[src/rtl/serial_pkg.sv]
// rtl/serial_pkg.sv - shared UART receiver state encoding and baud divider helper
package serial_pkg;

    typedef enum logic [2:0] {
        ST_IDLE,
        ST_START,
        ST_DATA,
        ST_PARITY,
        ST_STOP,
        ST_BREAK
    } rx_state_t;

    // Integer truncation: the bit period is always slightly short, never long.
    function automatic int clks_per_bit(input int clk_hz, input int baud);
        return clk_hz / baud;
    endfunction

endpackage

[src/rtl/serial_rx_fifo_if.sv]
// rtl/serial_rx_fifo_if.sv - received byte stream and line status from rx front-end to parser
interface serial_rx_fifo_if #(
    parameter int DBUS_WIDTH = 8,
    parameter int FIFO_DEPTH = 16
);
    logic [DBUS_WIDTH-1:0]       rx_data;
    logic                        rx_valid;
    logic                        rx_ready;
    logic [$clog2(FIFO_DEPTH):0] fifo_count;
    logic                        frame_err;
    logic                        overrun;
    logic                        parity_err;

    modport master (
        output rx_data, rx_valid, fifo_count, frame_err, overrun, parity_err,
        input  rx_ready
    );

    modport slave (
        input  rx_data, rx_valid, fifo_count, frame_err, overrun, parity_err,
        output rx_ready
    );
endinterface

[src/rtl/sync_fifo.sv]
// rtl/sync_fifo.sv - first-word-fall-through FIFO; head reads as zero while empty
module sync_fifo #(
    parameter int DATA_WIDTH = 8,
    parameter int DEPTH      = 16
) (
    input  logic                       clk,
    input  logic                       reset_n,
    input  logic                       push,
    input  logic [DATA_WIDTH-1:0]      push_data,
    input  logic                       pop,
    output logic [DATA_WIDTH-1:0]      pop_data,
    output logic                       full,
    output logic                       empty,
    output logic [$clog2(DEPTH):0]     count
);
    localparam int AW = $clog2(DEPTH);

    logic [DATA_WIDTH-1:0] mem [DEPTH];
    logic [AW-1:0]         wr_ptr;
    logic [AW-1:0]         rd_ptr;
    logic                  do_push;
    logic                  do_pop;

    assign empty   = (count == '0);
    assign full    = (count == (AW+1)'(DEPTH));
    assign do_pop  = pop & ~empty;
    // A pop in the same cycle frees the slot the push lands in.
    assign do_push = push & (~full | do_pop);

    always_ff @(posedge clk or negedge reset_n) begin
        if (!reset_n) begin
            wr_ptr <= '0;
            rd_ptr <= '0;
            count  <= '0;
        end else begin
            if (do_push) wr_ptr <= wr_ptr + 1'b1;
            if (do_pop)  rd_ptr <= rd_ptr + 1'b1;
            case ({do_push, do_pop})
                2'b10:   count <= count + 1'b1;
                2'b01:   count <= count - 1'b1;
                default: count <= count;
            endcase
        end
    end

    always_ff @(posedge clk) begin
        if (do_push) mem[wr_ptr] <= push_data;
    end

    assign pop_data = empty ? '0 : mem[rd_ptr];

endmodule

[src/rtl/serial_rx_fifo.sv]
// rtl/serial_rx_fifo.sv - UART rx: rxd synchroniser, 8N1 deframer, FWFT byte queue.
// Define RX_PARITY_EN to expect an even parity bit between data and stop.
module serial_rx_fifo
    import serial_pkg::*;
#(
    parameter int CLK_FREQUENCY = 50_000_000,
    parameter int BAUD          = 115_200,
    parameter int DBUS_WIDTH    = 8,
    parameter int FIFO_DEPTH    = 16
) (
    input  logic              clk,
    input  logic              reset_n,
    input  logic              rxd,
    serial_rx_fifo_if.master  rx
);
    localparam int CLKS_PER_BIT = clks_per_bit(CLK_FREQUENCY, BAUD);
    localparam int HALF_BIT     = CLKS_PER_BIT / 2;
    localparam int CNT_W        = $clog2(CLKS_PER_BIT);
    localparam int BIT_W        = (DBUS_WIDTH > 1) ? $clog2(DBUS_WIDTH) : 1;

    localparam logic [CNT_W-1:0] BIT_END  = CNT_W'(CLKS_PER_BIT - 1);
    localparam logic [CNT_W-1:0] HALF_END = CNT_W'(HALF_BIT - 1);
    localparam logic [BIT_W-1:0] BIT_LAST = BIT_W'(DBUS_WIDTH - 1);

    logic                  sync_meta;
    logic                  rxd_s;
    rx_state_t             state;
    logic [CNT_W-1:0]      baud_cnt;
    logic [BIT_W-1:0]      bit_idx;
    logic [DBUS_WIDTH-1:0] shift;
    logic                  push;
    logic                  frame_err_q;
    logic                  fifo_full;
    logic                  fifo_empty;
    logic                  bit_done;
`ifdef RX_PARITY_EN
    logic                  parity_bad;
    logic                  parity_err_q;
`endif

    // Preset to the idle level so reset release never looks like a start bit.
    always_ff @(posedge clk or negedge reset_n) begin
        if (!reset_n) begin
            sync_meta <= 1'b1;
            rxd_s     <= 1'b1;
        end else begin
            sync_meta <= rxd;
            rxd_s     <= sync_meta;
        end
    end

    assign bit_done = (baud_cnt == BIT_END);

    always_ff @(posedge clk or negedge reset_n) begin
        if (!reset_n) begin
            state        <= ST_IDLE;
            baud_cnt     <= '0;
            bit_idx      <= '0;
            shift        <= '0;
            push         <= 1'b0;
            frame_err_q  <= 1'b0;
`ifdef RX_PARITY_EN
            parity_bad   <= 1'b0;
            parity_err_q <= 1'b0;
`endif
        end else begin
            push        <= 1'b0;
            frame_err_q <= 1'b0;
`ifdef RX_PARITY_EN
            parity_err_q <= 1'b0;
`endif
            baud_cnt    <= baud_cnt + 1'b1;
            case (state)
                ST_IDLE: begin
                    baud_cnt <= '0;
                    if (!rxd_s) state <= ST_START;
                end
                ST_START: begin
                    if (baud_cnt == HALF_END) begin
                        baud_cnt <= '0;
                        bit_idx  <= '0;
                        state    <= rxd_s ? ST_IDLE : ST_DATA;
                    end
                end
                ST_DATA: begin
                    if (bit_done) begin
                        baud_cnt <= '0;
                        shift    <= {rxd_s, shift[DBUS_WIDTH-1:1]};
                        bit_idx  <= bit_idx + 1'b1;
                        if (bit_idx == BIT_LAST) begin
                            bit_idx <= '0;
`ifdef RX_PARITY_EN
                            state   <= ST_PARITY;
`else
                            state   <= ST_STOP;
`endif
                        end
                    end
                end
`ifdef RX_PARITY_EN
                ST_PARITY: begin
                    if (bit_done) begin
                        baud_cnt   <= '0;
                        parity_bad <= rxd_s ^ (^shift);
                        state      <= ST_STOP;
                    end
                end
`endif
                ST_STOP: begin
                    if (bit_done) begin
                        baud_cnt <= '0;
                        if (rxd_s) begin
                            state <= ST_IDLE;
`ifdef RX_PARITY_EN
                            push         <= ~parity_bad;
                            parity_err_q <= parity_bad;
`else
                            push         <= 1'b1;
`endif
                        end else begin
                            frame_err_q <= 1'b1;
                            state       <= ST_BREAK;
                        end
                    end
                end
                ST_BREAK: begin
                    baud_cnt <= '0;
                    if (rxd_s) state <= ST_IDLE;
                end
                default: begin
                    baud_cnt <= '0;
                    state    <= ST_IDLE;
                end
            endcase
        end
    end

    sync_fifo #(
        .DATA_WIDTH (DBUS_WIDTH),
        .DEPTH      (FIFO_DEPTH)
    ) u_fifo (
        .clk       (clk),
        .reset_n   (reset_n),
        .push      (push),
        .push_data (shift),
        .pop       (rx.rx_ready),
        .pop_data  (rx.rx_data),
        .full      (fifo_full),
        .empty     (fifo_empty),
        .count     (rx.fifo_count)
    );

    assign rx.rx_valid  = ~fifo_empty;
    assign rx.frame_err = frame_err_q;
    assign rx.overrun   = push & fifo_full & ~rx.rx_ready;
`ifdef RX_PARITY_EN
    assign rx.parity_err = parity_err_q;
`else
    assign rx.parity_err = 1'b0;
`endif

endmodule
[src/flat_wrapper.sv]
// flat-port wrapper written by rule: the top's interface ports become plain ports
module serial_rx_fifo_flat import serial_pkg::*;
#(
    parameter int CLK_FREQUENCY = 50_000_000,
    parameter int BAUD          = 115_200,
    parameter int DBUS_WIDTH    = 8,
    parameter int FIFO_DEPTH    = 16
)
  (clk, reset_n, rxd, rx_rx_data, rx_rx_valid, rx_fifo_count, rx_frame_err, rx_overrun, rx_parity_err, rx_rx_ready);
  serial_rx_fifo_if #(.DBUS_WIDTH(DBUS_WIDTH), .FIFO_DEPTH(FIFO_DEPTH)) rx_i ();
  input  logic clk;
  input  logic reset_n;
  input  logic rxd;
  output wire logic [$bits(rx_i.rx_data)-1:0] rx_rx_data;
  output wire logic [$bits(rx_i.rx_valid)-1:0] rx_rx_valid;
  output wire logic [$bits(rx_i.fifo_count)-1:0] rx_fifo_count;
  output wire logic [$bits(rx_i.frame_err)-1:0] rx_frame_err;
  output wire logic [$bits(rx_i.overrun)-1:0] rx_overrun;
  output wire logic [$bits(rx_i.parity_err)-1:0] rx_parity_err;
  input wire logic [$bits(rx_i.rx_ready)-1:0] rx_rx_ready;
  assign rx_rx_data = rx_i.rx_data;
  assign rx_rx_valid = rx_i.rx_valid;
  assign rx_fifo_count = rx_i.fifo_count;
  assign rx_frame_err = rx_i.frame_err;
  assign rx_overrun = rx_i.overrun;
  assign rx_parity_err = rx_i.parity_err;
  assign rx_i.rx_ready = rx_rx_ready;
  serial_rx_fifo #(.CLK_FREQUENCY(CLK_FREQUENCY), .BAUD(BAUD), .DBUS_WIDTH(DBUS_WIDTH), .FIFO_DEPTH(FIFO_DEPTH)) u_core (.clk(clk), .reset_n(reset_n), .rxd(rxd), .rx(rx_i));
endmodule
[config.mk]
export PLATFORM = sky130hd
export DESIGN_NAME = serial_rx_fifo_flat
export DESIGN_NICKNAME = d
export VERILOG_FILES = /design/src/rtl/serial_pkg.sv /design/src/rtl/serial_rx_fifo_if.sv /design/src/rtl/sync_fifo.sv /design/src/rtl/serial_rx_fifo.sv /design/src/flat_wrapper.sv
export SDC_FILE = /design/constraint.sdc
export NUM_CORES = 1
export LEC_CHECK = 0
export CAP_MARGIN = 5
export CORE_ASPECT_RATIO = 0.75
export CORE_MARGIN = 10
export CORE_UTILIZATION = 40
export DETAILED_ROUTE_END_ITERATION = 8
export GPL_TIMING_DRIVEN = 0
export PLACE_DENSITY = 0.68
export SKIP_LAST_GASP = 1
export SYNTH_ARGS = -nofsm -noshare
export SYNTH_HDL_FRONTEND = slang
export SYNTH_SLANG_ARGS = --single-unit
[constraint.sdc]
create_clock -name clk -period 2.75 [get_ports clk]
set_clock_uncertainty 0.2 [all_clocks]
set_input_delay 0.275 -clock clk [delete_from_list [all_inputs] [get_ports clk]]
set_output_delay 0.275 -clock clk [all_outputs]
set_load 0.03 [all_outputs]
==> flow_summary.json <==
{
  "reg2regPathDepth": 5,
  "busiest_layer": "met2",
  "r2r_slack_ps": 70,
  "fp-row-count": 41,
  "ys_seq_area_share_pct": 69.2,
  "start_util_pct": 41.2,
  "slowest_stage": "mux4_2",
  "hold_viol_final": 0,
  "n_fill_cell": 1416,
  "clockRootBuffer": "clkbuf_16",
  "clock_sinks": 168,
  "start_kind": "register",
  "synth_ff_type": "edfxtp_1",
  "setup_slack_ps": -72.0,
  "cp_common_cell": "buf_6",
  "multi_input_area_um2": 2150,
  "die-area_um2": 23300,
  "drive_gt1_share_pct": 30.2,
  "r2r_start": "u_core.u_fifo.count[2]",
  "final_common_cell": "edfxtp_1",
  "pin_count": 21,
  "port_buffers": 19,
  "syn_area_per_cell_um2": 17.0,
  "first_pass_iters": 4,
  "htreeDepth": 4,
  "clockBufferDepth": 2,
  "cts_tree": "done",
  "diodes": 0,
  "crit_family": "multiplexers",
  "drt-total-wl_um": 13800,
  "die_w_um": 173,
  "worstSetupEndpointType": "primary output",
  "hp-start": "rxd",
  "synth_area_um2": 7000,
  "fin_crit_ps": 2820,
  "fp.dieH_um": 135,
  "wl_per_cell_um": 19.4,
  "grt_start_max_net_pins": 41,
  "critPathKind": "reg2out",
  "required_ps": 2280,
  "drcViolationCount": 0,
  "path_depth": 8,
  "cap_violations": 0,
  "rsz0062_at_grt": "yes",
  "vias_per_cell": 5.16,
  "synth_edf_count": 128,
  "syn_nets": 428,
  "endpoint": "rx_rx_data[7]",
  "peakVddDrop_v": 0.000563,
  "setup_viol": 8,
  "fmax_mhz": 354,
  "path_buf_inv": 4,
  "routabilityCongestion": 0.790,
  "final_cell_area_um2": 8310,
  "cp_max_fo": 5,
  "powerDensity_nw_per_um2": 815,
  "syn2layout_area_growth_pct": 18.7,
  "critPathArrivalTime_ps": 2350,
  "cp-startpoint": "u_core.u_fifo.rd_ptr[1]",
  "grt_pass1_wl_um": 21600,
  "status": "finished with violations",
  "fin_crit_sh_pct": 103,
  "placed_area_um2": 7480,
  "synth_cells": 412,
  "violations": "negative setup slack",
  "ant_nets": 0,
  "grtUsageTotal_pct": 12.1,
  "slew_viol_final": 0,
  "met2_usage_pct": 18.5,
  "antenna_found_initial": 0,
  "clk_pin_slew_worst_paths_ps": 60,
  "drt_iter0_drc": 205,
  "power_leakage_nw": 3.22,
  "fin_util_pct": 48.9,
  "overflow": 0,
  "nets": 477,
  "place.detailed.hpwl_um": 8870,
  "async_flop_share_pct": 23.8,
  "ys_warn_count": 0,
  "yosys_register_bits": 168,
  "use_met3_pct": 3.73,
  "worst_slew_pin_slew_ps": 958,
  "layout_common_cells": "128 x edfxtp_1, 38 x dfrtp_1, 32 x mux4_2, 17 x clkbuf_16, 16 x nor2_1",
  "use_met1_pct": 16.6,
  "clock_latency_ps": 410,
  "power_mw": 6.77,
  "fp.coreArea_um2": 17000,
  "relSlewSlack_pct": 36.2,
  "vias": 3661,
  "grt_pass1_vias": 3795,
  "synth_cell_type_count": 49,
  "slowest_delay_ps": 530,
  "final-seq-area_um2": 4850,
  "numCtsBuffers": 17,
  "reg2reg_to": "u_core.u_fifo.mem[2][0]",
  "worstPathCellList": "buf_6 > buf_12 > buf_6 > mux4_2 > mux2_4 > o21ai_2 > a21oi_2 > buf_6",
  "worstHoldPathType": "in2reg"
}
-- cell families (layout without fill, tap and decap cells) --
kind of cell	after synthesis	count (layout)	synth area share, %
buffers and inverters	30	92	1.95
flip-flops	168	168	69.2
AO/OA/AOI/OAI	42	42	3.73
multiplexers	60	60	14.7
other	1	1	0.0535
adder cells (fa/ha/maj)	12	12	2.14
AND/OR/NAND/NOR	82	82	6.11
XOR/XNOR	17	17	2.13
-- layer usage --
layer  vias up  part of all wire (%)
met1      1861                    46
met2        91                    46
met3         8                   7.7
li1       1701                     -
met5         -                     0
met4         0                  0.64
-- metrics by stage --
stage	cells	hold WS (ps)	setup TNS [ps]	setup WS [ps]
6_report	710	61.0	-330	-72.0
3_5_place_dp	667	148	-58980	-794
2_1_floorplan	412	-221	0	35.9
3_3_place_gp	667	147	-46030	-678
4_1_cts	706	48.5	-1770	-241
5_1_grt	710	54.7	-1430	-161
-- cells in the mapped netlist (all sizes together) (10+ instances only) --
library cell | n | share of area, %
edfxtp | 128 | 55
mux2i | 10 | 1.4
nor2 | 28 | 1.5
buf | 15 | 1.1
xnor2 | 12 | 1.5
mux4 | 32 | 10
mux2 | 18 | 2.9
inv | 10 | 0.54
ha | 12 | 2.1
dfrtp | 38 | 14
a21oi | 13 | 0.93
nand2 | 13 | 0.70
nor3 | 10 | 0.71
o21ai | 12 | 0.86
-- registers in the layout (all words and copies together) (netlist names) --
signal and flops:
u_core.push 1, u_core.rx.frame_err 1, u_core.u_fifo.mem 128, u_core.u_fifo.wr_ptr 4, u_core.rxd_s 1, u_core.baud_cnt 9, u_core.state 3, u_core.u_fifo.rd_ptr 4
u_core.shift 8, u_core.u_fifo.count 5, u_core.bit_idx 3, u_core.sync_meta 1
-- worst min path at each step --
stage | endpoint | slack (ps) | cells after the start
2_1_floorplan | u_core.baud_cnt[0] | -220 | 0
6_report | u_core.sync_meta | 60 | 1
5_1_grt | u_core.sync_meta | 50 | 1
3_5_place_dp | u_core.rxd_s | 150 | 0
3_3_place_gp | u_core.rxd_s | 150 | 0
4_1_cts | u_core.sync_meta | 50 | 1
-- power breakdown --
| part | total, mW | switching [mW] | leakage, nW | internal (mW) |
|---|---|---|---|---|
| combinational | 1.77 | 0.922 | 0.959 | 0.846 |
| clock | 2.14 | 0.983 | 0.252 | 1.16 |
| sequential | 2.86 | 0.0860 | 2.01 | 2.77 |
-- timing repair --
action                                  4_1_cts  5_1_grt
gates cloned                                  0        0
endpoints found under the setup margin      120      110
pin swaps                                     1        3
hold buffers                                  1        0
endpoints found under the hold margin        38        0
resized for setup                            93       22
setup buffers                                 6        4
-- area by class of cell --
class / instances / share of cell area (%)
flip-flops and latches: 168 / 58.3
multi-input cells: 214 / 25.9
clock buffers: 18 / 5.16
repair buffers: 30 / 3.61
well taps: 236 / 3.55
plain buffers: 20 / 1.79
clock inverters: 14 / 1.19
inverters: 10 / 0.452
(Power assumes the default switching activity.)
